==> src/rtl/pipe_hazard_tracker.sv <==
// rtl/pipe_hazard_tracker.sv - in-order pipeline hazard tracker: forwarding selects, load-use stall, branch flush, exception freeze
module pipe_hazard_tracker #(
  parameter int DEPTH      = 2,
  parameter int LOAD_READY = 2,
  parameter int RN         = 5
) (
  input  logic             clk,
  input  logic             rst,
  input  logic             id_valid,
  input  logic [RN-1:0]    id_rs1,
  input  logic [RN-1:0]    id_rs2,
  input  logic             id_use_rs1,
  input  logic             id_use_rs2,
  input  logic [RN-1:0]    id_rd,
  input  logic             id_regwrite,
  input  logic             id_load,
  input  logic             id_exception,
  input  logic             ex_branch_taken,
  output logic             stall_if,
  output logic             stall_id,
  output logic             flush_id,
  output logic [DEPTH-1:0] fwd_sel1,
  output logic [DEPTH-1:0] fwd_sel2,
  output logic             freeze,
  output logic             wb_valid,
  output logic             wb_regwrite,
  output logic [RN-1:0]    wb_rd,
  output logic [31:0]      retired_cnt,
  output logic [31:0]      stall_cnt
);

  typedef struct packed {
    logic          valid;
    logic [RN-1:0] rd;
    logic          regwrite;
    logic          load;
    logic          exception;
    logic [RN-1:0] rs1;
    logic [RN-1:0] rs2;
    logic          use_rs1;
    logic          use_rs2;
  } slot_t;

  slot_t       ex_q, ex_d;
  slot_t       pipe_q [1:DEPTH];
  slot_t       pipe_d [1:DEPTH];
  logic [31:0] retired_q, retired_d;
  logic [31:0] stall_q, stall_d;
  logic        lu_stall;
  logic        stall_evt;

  function automatic logic prod_match(input slot_t s, input logic [RN-1:0] rs);
    return s.valid && s.regwrite && (s.rd != '0) && (s.rd == rs);
  endfunction

  // Nearest producer wins; an unready load yields the register file (a stall covers that case).
  function automatic logic [DEPTH-1:0] fwd_for(input logic [RN-1:0] rs, input logic use_rs);
    logic [DEPTH-1:0] sel;
    sel = '0;
    for (int k = DEPTH; k >= 1; k--) begin
      if (ex_q.valid && use_rs && prod_match(pipe_q[k], rs)) begin
        if (pipe_q[k].load && (k < LOAD_READY))
          sel = '0;
        else
          sel = {{(DEPTH-1){1'b0}}, 1'b1} << (k - 1);
      end
    end
    return sel;
  endfunction

  function automatic logic lu_hit(input logic [RN-1:0] rs, input logic use_rs);
    logic hit;
    hit = ex_q.load && prod_match(ex_q, rs);
    for (int k = 1; k <= DEPTH; k++) begin
      if ((k + 1 < LOAD_READY) && pipe_q[k].load && prod_match(pipe_q[k], rs))
        hit = 1'b1;
    end
    return use_rs && (rs != '0) && hit;
  endfunction

  always_comb begin
    freeze    = pipe_q[DEPTH].valid && pipe_q[DEPTH].exception;
    lu_stall  = id_valid && (lu_hit(id_rs1, id_use_rs1) || lu_hit(id_rs2, id_use_rs2));
    stall_evt = !freeze && lu_stall && !ex_branch_taken;
    stall_if  = freeze || stall_evt;
    stall_id  = freeze || stall_evt;
    flush_id  = !freeze && ex_branch_taken;
    fwd_sel1  = fwd_for(ex_q.rs1, ex_q.use_rs1);
    fwd_sel2  = fwd_for(ex_q.rs2, ex_q.use_rs2);
  end

  assign wb_valid    = pipe_q[DEPTH].valid && !pipe_q[DEPTH].exception;
  assign wb_regwrite = pipe_q[DEPTH].regwrite;
  assign wb_rd       = pipe_q[DEPTH].rd;
  assign retired_cnt = retired_q;
  assign stall_cnt   = stall_q;

  always_comb begin
    ex_d      = ex_q;
    pipe_d    = pipe_q;
    retired_d = retired_q;
    stall_d   = stall_q;
    if (!freeze) begin
      for (int k = DEPTH; k >= 2; k--)
        pipe_d[k] = pipe_q[k-1];
      pipe_d[1] = ex_q;
      if (ex_branch_taken || lu_stall)
        ex_d = '0;
      else
        ex_d = '{valid: id_valid, rd: id_rd, regwrite: id_regwrite, load: id_load,
                 exception: id_exception, rs1: id_rs1, rs2: id_rs2,
                 use_rs1: id_use_rs1, use_rs2: id_use_rs2};
      if (wb_valid)
        retired_d = retired_q + 32'd1;
      if (stall_evt)
        stall_d = stall_q + 32'd1;
    end
  end

  always_ff @(posedge clk or negedge rst) begin
    if (!rst) begin
      ex_q      <= '0;
      for (int k = 1; k <= DEPTH; k++)
        pipe_q[k] <= '0;
      retired_q <= '0;
      stall_q   <= '0;
    end else begin
      ex_q      <= ex_d;
      for (int k = 1; k <= DEPTH; k++)
        pipe_q[k] <= pipe_d[k];
      retired_q <= retired_d;
      stall_q   <= stall_d;
    end
  end

endmodule

==> config.mk <==
export PLATFORM = sky130hd
export DESIGN_NAME = pipe_hazard_tracker
export DESIGN_NICKNAME = d
export VERILOG_FILES = /design/src/rtl/pipe_hazard_tracker.sv
export SDC_FILE = /design/constraint.sdc
export NUM_CORES = 1
export LEC_CHECK = 0
export BUFFER_PORTS_ARGS = -buffer_cell sky130_fd_sc_hd__buf_2
export CAP_MARGIN = 25
export CORE_MARGIN = 2
export CORE_UTILIZATION = 28
export DETAILED_ROUTE_END_ITERATION = 10
export GPL_ROUTABILITY_DRIVEN = 0
export SLEW_MARGIN = 5
export SYNTH_ARGS = -nofsm -noshare
export SYNTH_HDL_FRONTEND = slang
export SYNTH_SLANG_ARGS = --single-unit
==> constraint.sdc <==
create_clock -name clk -period 1.8 [get_ports clk]
set_input_delay 0.27 -clock clk [delete_from_list [all_inputs] [get_ports clk]]
set_output_delay 0.27 -clock clk [all_outputs]
set_load 0.01 [all_outputs]
==> impl_metrics.json, run 1 <==
{
  "status": "finished, violations left",
  "violations": "negative hold slack, negative setup slack",
  "slowest_delay_ns": 0.55,
  "fin_skew_ns": 0.0132,
  "end_kind": "primary output",
  "seqCellArea_um2": 2560,
  "synth_nets": 470,
  "drt_pass1_iterations": 4,
  "ant_nets": 0,
  "drive_above_1_share_pct": 43.7,
  "clock_latency_ns": 0.35,
  "die_x_um": 135,
  "dieArea_um2": 18100,
  "antenna_found_initial": 0,
  "multiInputGateArea_um2": 2470,
  "fin_area_um2": 7010,
  "cts-root-buf": "clkbuf_16",
  "vias": 3990,
  "numCtsBuffers": 9,
  "grt_max_degree": 103,
  "grt_pass1_vias": 3912,
  "rsz0062_at_grt": "true",
  "critPathMaxFanout": 5,
  "min_path_type": "input pin to async pin",
  "diodes": 0,
  "leakagePower_nw": 3.63,
  "drc_errors": 0,
  "slowest_stage": "or4_4",
  "finalHoldViolCount": 19,
  "cts.reportedPaths.clkPinSlew_ns": 0.07,
  "initial_utilization_pct": 28.7,
  "r2r_end": "ex_q[15]",
  "yosysWarnings": 0,
  "synth_cells": 444,
  "wirelength_um": 12900,
  "track_usage_pct": 14.2,
  "area_delta_synth_final_pct": 46.5,
  "ys_ff_latch": 102,
  "synth_area_per_cell_um2": 10.8,
  "n_fill_cell": 1595,
  "slew_headroom_pct": 61.8,
  "cts_tree": "done",
  "cts_buffer_depth": 2,
  "setup_viol": 58,
  "grt_pass1_wl_um": 20300,
  "htree_levels": 3,
  "power.density_nw_per_um2": 954,
  "via_per_inst": 4.68,
  "cts.sinks": 102,
  "arrival_ns": 1.96,
  "critPathLaunchType": "flip-flop",
  "final_util_pct": 42.1,
  "drtIter0Drc": 203,
  "hpwl_um": 8740,
  "dp_slack_ns": -0.219,
  "ir_drop_uv": 449,
  "cap_viol_max_count": 0,
  "power_mw": 6.69,
  "die_h_um": 135,
  "crit_required_ns": 1.53,
  "reg2reg_depth": 8,
  "drv_slew": 0,
  "synth.distinct_cells": 37,
  "rows": 47,
  "wl_per_cell_um": 15.1,
  "ioPinCount": 103,
  "worstMarginPinSlew_ns": 0.573,
  "grt-ovfl-total": 0,
  "r2r-start": "ex_q[18]",
  "core_area_um2": 16600,
  "crit_path_cell_trace": "xnor2_1 -> nand4_1 -> or4_4 -> and2_4 -> buf_6",
  "min_period_ns": 2.23,
  "synth_area_um2": 4780,
  "max_freq_ghz": 0.449,
  "port_buffers": 102,
  "reg2reg_slack_ns": -0.33,
  "worst_slack_ns": -0.429,
  "path_class": "flip-flop to primary output",
  "nets": 654,
  "ys_seq_area_share_pct": 53.4,
  "finalCritPeriodShare_pct": 124,
  "placed_area_um2": 6010,
  "whs_ns": -0.0432
}
## how the worst max path moves through the flow
stage	from	endpoint	cells after the start
floorplan	id_rs1[0]	stall_if	7
CTS	pipe_q[40]	fwd_sel1[0]	5
finish	pipe_q[40]	fwd_sel1[1]	5
global placement	id_rs1[1]	stall_if	8
detailed placement	id_rs1[1]	stall_id	8
global route	pipe_q[39]	fwd_sel1[0]	5
## power by group
| part | switching, mW | leakage [nW] | internal (mW) |
|---|---|---|---|
| registers | 0.295 | 1.37 | 2.59 |
| logic | 0.902 | 2.12 | 1.02 |
| clock network | 0.873 | 0.138 | 1.01 |
## logic make-up (layout without fill, tap and decap cells)
group	count (synthesis)	in the layout	synth area share (%)
simple gates	196	196	21.4
fa+ha+maj	2	2	0.523
xor+xnor	89	89	16.3
compound gates	31	31	5.31
mux	2	2	0.471
buf+inv	22	210	2.62
flops	102	102	53.4
## what timing repair did
item,in CTS,in global routing
cloned,2,4
buffers inserted,8,10
pin swaps,19,27
resized for setup,60,41
hold buffers,0,0
endpoints found under the hold margin,0,0
setup endpoints to repair,60,73
## layout make-up
cell class	count	area share [%]
sequential	102	36.5
multi-input combinational	320	35.3
timing repair buffer	191	20.0
tap	220	3.93
clock buffer	11	3.61
clock inverter	4	0.428
inverter	4	0.214
## synth_stat cells
master,n,area (um^2)
nor3_2,1,10.0
o21ai_0,2,10.0
and4_1,6,52.6
dfrtp_1,102,2550
clkbuf_1,5,18.8
buf_6,2,22.5
o21bai_1,1,7.51
xor2_1,19,166
nand2b_1,3,18.8
nor4_4,2,42.5
a41o_1,1,10.0
xnor2_1,70,613
nor3_4,1,16.3
o211ai_1,2,15.0
buf_4,6,45.0
nand4_1,26,163
or4_1,5,37.5
nor3_1,7,35.0
and2_1,4,25.0
nor2b_1,2,12.5
a221oi_1,1,8.76
a21oi_1,2,10.0
nand3_1,27,135
nor4b_1,1,8.76
nand2_1,75,282
buf_1,1,3.75
buf_2,4,20.0
nand2_2,1,6.26
a22o_1,21,184
mux2_2,2,22.5
and3b_1,1,8.76
nor4_1,5,31.3
and3_1,12,75.1
a21oi_2,1,8.76
nor2_1,17,63.8
inv_1,4,15.0
ha_1,2,25.0
## through the flow
stage,instances,TNS [ns]
6_report,852,-11.84
3_3_place_gp,814,-6.48
3_5_place_dp,814,-8.97
4_1_cts,839,-11.26
5_1_grt,852,-17.18
2_1_floorplan,444,-0.0343
## cells in the final DEF (no fill, tap or decap), types with 3 or more instances in the layout
cell / count
nor4_1: 4
dfrtp_2: 7
nand4_1: 26
nand2_4: 10
nand3_1: 14
nand2_1: 65
buf_2: 96
inv_1: 3
nor2_1: 15
buf_12: 5
xnor2_1: 55
a22o_1: 21
buf_4: 73
nand2b_1: 3
or4_1: 3
dfrtp_1: 95
nor3_1: 6
buf_6: 10
clkbuf_16: 12
xor2_1: 19
nand3_4: 8
nand3_2: 5
and3_1: 11
xnor2_2: 15
and4_1: 3
## registers in the layout, indices dropped and copies added (netlist names)
signal,flops
wb_rd,5
stall_cnt,32
ex_q,21
retired_cnt,32
pipe_q,11
wb_regwrite,1
## layer usage
layer  vias to the layer above  GRT usage (%)  routed length [um]
met4                         0           5.50                 197
li1                       1914              -                   -
met1                      1992           19.0                5980
met3                        14           2.59                 384
met2                        70           22.9                6320
met5                         -              0                   0
## worst max-delay path: cells and delay by family (launching register included)
| kind | cells | cell delay [ns] |
|---|---|---|
| simple gates | 3 | 0.88 |
| flops | 1 | 0.46 |
| xor+xnor | 1 | 0.17 |
| buf+inv | 1 | 0.11 |
No activity file was read; power rests on OpenSTA's default activity.
==> run 2, diff against run 1 <==
==> constraint.sdc (replaced) <==
create_clock -name clk -period 2.85 [get_ports clk]
set_input_delay 0.4275 -clock clk [delete_from_list [all_inputs] [get_ports clk]]
set_output_delay 0.4275 -clock clk [all_outputs]
set_load 0.01 [all_outputs]
==> impl_metrics.json, run 2 (synthesized netlist as in run 1, its figures left out) <==
{
  "status": "finished clean",
  "r2r_end": "ex_q[18]",
  "pwr-share-comb_pct": 19.4,
  "clock_latency_ns": 0.34,
  "port_buffers": 102,
  "drc_errors": 0,
  "cts.reportedPaths.clkPinSlew_ns": 0.07,
  "fin_area_um2": 5840,
  "p_clk_share_pct": 32.2,
  "drv_slew": 0,
  "min_period_ns": 2.40,
  "cts_resized": 0,
  "max_freq_ghz": 0.417,
  "initial_utilization_pct": 28.7,
  "antenna_found_initial": 0,
  "crit_required_ns": 2.42,
  "min_path_type": "input pin to async pin",
  "cts_tree": "done",
  "power.switching_mw": 1.22,
  "ioPinCount": 103,
  "area_delta_synth_final_pct": 22.1,
  "nets": 573,
  "rows": 47,
  "wirelength_um": 11000,
  "grt_pass1_vias": 3652,
  "path_common_cell": "or4_1",
  "final_util_pct": 35.1,
  "holdBufCountCts": 0,
  "p_sw_share_pct": 31.2,
  "fin_skew_ns": 0.00786,
  "ant_nets": 0,
  "grt_pass1_wl_um": 18500,
  "arrival_ns": 1.97,
  "r2r-start": "ex_q[15]",
  "leakagePower_nw": 2.90,
  "wl_per_cell_um": 14.2,
  "critPathLaunchType": "flip-flop",
  "fin_cells": 772,
  "placed_area_um2": 5530,
  "critPathMaxFanout": 5,
  "grt-ovfl-total": 0,
  "drt_pass1_iterations": 4,
  "drive_above_1_share_pct": 24.3,
  "finalCritPeriodShare_pct": 84.2,
  "n_fill_cell": 1691,
  "setup_viol": 0,
  "hpwl_um": 8250,
  "slowest_delay_ns": 0.54,
  "final_cell_mix": "dfrtp_1, buf_2, nand2_1, xnor2_1, nand3_1",
  "cts-root-buf": "clkbuf_16",
  "power.density_nw_per_um2": 669,
  "whs_ns": 0.108,
  "reg2reg_depth": 8,
  "die_h_um": 135,
  "slowest_stage": "or4_1",
  "cap_viol_max_count": 0,
  "crit_buf_inv": 1,
  "cts_setup_buffers": 0,
  "path_class": "flip-flop to primary output",
  "dp_cells": 756,
  "reg2reg_slack_ns": 0.72,
  "finalHoldViolCount": 0,
  "via_per_inst": 4.72,
  "htree_levels": 3,
  "end_kind": "primary output",
  "worstMarginPinSlew_ns": 0.680,
  "critical_path.top_delay_family": "simple AND/OR/NAND/NOR gates",
  "numCtsBuffers": 9,
  "dieArea_um2": 18100,
  "cts.sinks": 102,
  "ir_drop_uv": 287,
  "vias": 3645,
  "p_int_mw": 2.69,
  "diodes": 0,
  "mostFrequentLayoutCell": "dfrtp_1",
  "grt_max_degree": 53,
  "slew_headroom_pct": 54.7,
  "crit_path_cell_trace": "or4_1 -> o211ai_1 -> or4_1 -> and2_1 -> buf_2",
  "track_usage_pct": 12.6,
  "rsz0062_at_grt": "false",
  "core_area_um2": 16600,
  "tns_ns": 0,
  "drtIter0Drc": 178,
  "die_x_um": 135,
  "seq_power_share_pct": 48.4,
  "cts_buffer_depth": 2
}
run 2: layout make-up:
cell class	instances	area, um^2	area share (%)
Clock inverter	7	81.3	1.39
Tap cell	220	275	4.71
Inverter	4	15.0	0.257
Timing Repair Buffer	110	586	10.0
Sequential cell	102	2550	43.7
Multi-Input combinational cell	320	2100	36.0
Clock buffer	9	225	3.86
run 2: worst max path at each step:
stage,startpoint,to,slack (ns),cells after the start
6_report,pipe_q[37],fwd_sel1[1],0.45,5
5_1_grt,pipe_q[40],fwd_sel2[1],0.33,5
4_1_cts,pipe_q[37],fwd_sel1[1],0.40,5
3_5_place_dp,id_rs1[0],ex_q[18],0.46,9
3_3_place_gp,id_rs1[0],ex_q[1],0.48,9
2_1_floorplan,id_rs1[0],stall_if,0.62,7
run 2: per-stage QoR:
stage / power, mW / worst slack (ns)
final: 3.91 / 0.450
after detailed placement: 2.69 / 0.455
after global routing: 4.14 / 0.325
after CTS: 3.98 / 0.401
after global placement: 2.66 / 0.483
after floorplan: 2.41 / 0.619
run 2: power groups by stage:
| stage | logic [mW] | registers, mW | clock network, mW |
|---|---|---|---|
| floorplan | 0.555 | 1.86 | 0 |
| global placement | 0.750 | 1.91 | 0 |
| detailed placement | 0.772 | 1.92 | 0 |
| CTS | 0.776 | 1.89 | 1.31 |
| global route | 0.856 | 1.92 | 1.36 |
| finish | 0.760 | 1.89 | 1.26 |
run 2: layer usage:
layer | wire [um] | track usage, %
met5 | 0 | 0
met4 | 157 | 3.98
met3 | 513 | 3.19
met2 | 5220 | 20.0
met1 | 5100 | 17.0
==> run 3, diff against run 2 <==
==> constraint.sdc (replaced) <==
create_clock -name clk -period 1.9 [get_ports clk]
set_input_delay 0.285 -clock clk [delete_from_list [all_inputs] [get_ports clk]]
set_output_delay 0.285 -clock clk [all_outputs]
set_load 0.01 [all_outputs]
==> impl_metrics.json, run 3 (synthesized netlist as in run 1, its figures left out) <==
{
  "status": "finished, violations left",
  "violations": "negative hold slack, negative setup slack",
  "cts-root-buf": "clkbuf_16",
  "critPathMaxFanout": 5,
  "slew_headroom_pct": 61.1,
  "finalCritPeriodShare_pct": 119,
  "dieArea_um2": 18100,
  "grt_pass1_wl_um": 19300,
  "port_buffers": 102,
  "grt_max_degree": 103,
  "clock_latency_ns": 0.35,
  "final_cell_mix": "buf_2, dfrtp_1, nand2_1, xnor2_1, buf_4",
  "drc_errors": 0,
  "power.density_nw_per_um2": 928,
  "wirelength_um": 12100,
  "dp_cells": 793,
  "core_area_um2": 16600,
  "grt_pass1_vias": 3784,
  "cts.sinks": 102,
  "max_freq_ghz": 0.443,
  "track_usage_pct": 13.3,
  "vias": 3846,
  "setup_viol": 28,
  "n_fill_cell": 1633,
  "drive_above_1_share_pct": 39.4,
  "drv_slew": 0,
  "ant_nets": 0,
  "ir_drop_uv": 455,
  "fin_area_um2": 6590,
  "r2r-start": "ex_q[16]",
  "seqCellArea_um2": 2560,
  "dp_slack_ns": -0.195,
  "cts_buffer_depth": 2,
  "power_mw": 6.11,
  "diodes": 0,
  "finalHoldViolCount": 19,
  "area_delta_synth_final_pct": 37.8,
  "nets": 623,
  "rows": 47,
  "crit_required_ns": 1.62,
  "placed_area_um2": 5830,
  "critPathLaunchType": "flip-flop",
  "fin_cells": 821,
  "fin_skew_ns": 0.0128,
  "worst_slack_ns": -0.355,
  "cts_tree": "done",
  "die_h_um": 135,
  "htree_levels": 3,
  "multiInputGateArea_um2": 2350,
  "drtIter0Drc": 198,
  "cts.reportedPaths.clkPinSlew_ns": 0.07,
  "holdBufCountCts": 0,
  "numCtsBuffers": 9,
  "antenna_found_initial": 0,
  "hpwl_um": 8470,
  "tns_ns": -3.06,
  "ioPinCount": 103,
  "cap_viol_max_count": 0,
  "leakagePower_nw": 3.32,
  "whs_ns": -0.0311,
  "path_class": "flip-flop to primary output",
  "via_per_inst": 4.68,
  "grt-ovfl-total": 0,
  "r2r_end": "ex_q[9]",
  "reg2reg_depth": 8,
  "end_kind": "primary output",
  "arrival_ns": 1.97,
  "initial_utilization_pct": 28.7,
  "reg2reg_slack_ns": -0.08,
  "drt_pass1_iterations": 6,
  "rsz0062_at_grt": "true",
  "min_period_ns": 2.25,
  "wl_per_cell_um": 14.8,
  "mostFrequentLayoutCell": "buf_2",
  "die_x_um": 135,
  "final_util_pct": 39.6,
  "worstMarginPinSlew_ns": 0.584,
  "min_path_type": "input pin to async pin"
}
run 3: cell types whose count changed in the layout (fill, tap and decap cells not counted), moves of 4 or more:
| cell | delta |
|---|---|
| nand2_4 | +4 |
| xnor2_1 | -9 |
| xnor2_2 | +9 |
| buf_6 | +13 |
| nand2_2 | +6 |
| nand3_2 | +11 |
| dfrtp_1 | -9 |
| buf_4 | +35 |
| nand2_1 | -10 |
| dfrtp_2 | +9 |
| nand3_1 | -13 |
run 3: layout make-up:
type	instances	share of cell area (%)
inverters	4	0.228
repair buffers	160	16.5
well taps	220	4.18
flip-flops and latches	102	38.9
clock buffers	9	3.42
clock inverters	6	1.06
multi-input cells	320	35.7
run 3: where the power goes:
group / internal, mW / switching, mW / leakage [nW]
combinational: 0.759 / 0.731 / 1.81
clock: 1.03 / 0.814 / 0.146
sequential: 2.46 / 0.329 / 1.36
run 3: worst max-delay path, cell delays in order (launching register included):
cell,delay (ns)
dfrtp_2,0.45
or4_1,0.52
o211ai_1,0.24
or4_1,0.17
and2_1,0.12
buf_2,0.13
run 3: how the worst max path moves through the flow:
stage                from       endpoint  slack (ns)  cells after the start
2_1_floorplan   id_rs1[0]       stall_if       0.006                      7
3_3_place_gp    id_rs1[0]       stall_if       -0.11                      8
3_5_place_dp     ex_q[17]  stall_cnt[11]       -0.19                      7
4_1_cts        pipe_q[39]    fwd_sel1[1]       -0.39                      5
5_1_grt        pipe_q[39]    fwd_sel2[1]       -0.49                      5
6_report       pipe_q[39]    fwd_sel2[1]       -0.35                      5
run 3: per-layer routing:
layer	global-route usage, %	vias to the layer above	part of all wire (%)
met5	0	-	0
met4	4.39	0	1.2
met3	3.27	13	4.5
met2	20.7	84	47
met1	18.1	1903	47
li1	-	1846	-
run 3: timing repair:
item,in CTS,in global routing
gates resized for setup,13,65
endpoints found under the setup margin,40,60
pin swaps,7,35
cloned,0,3
buffers inserted,1,10
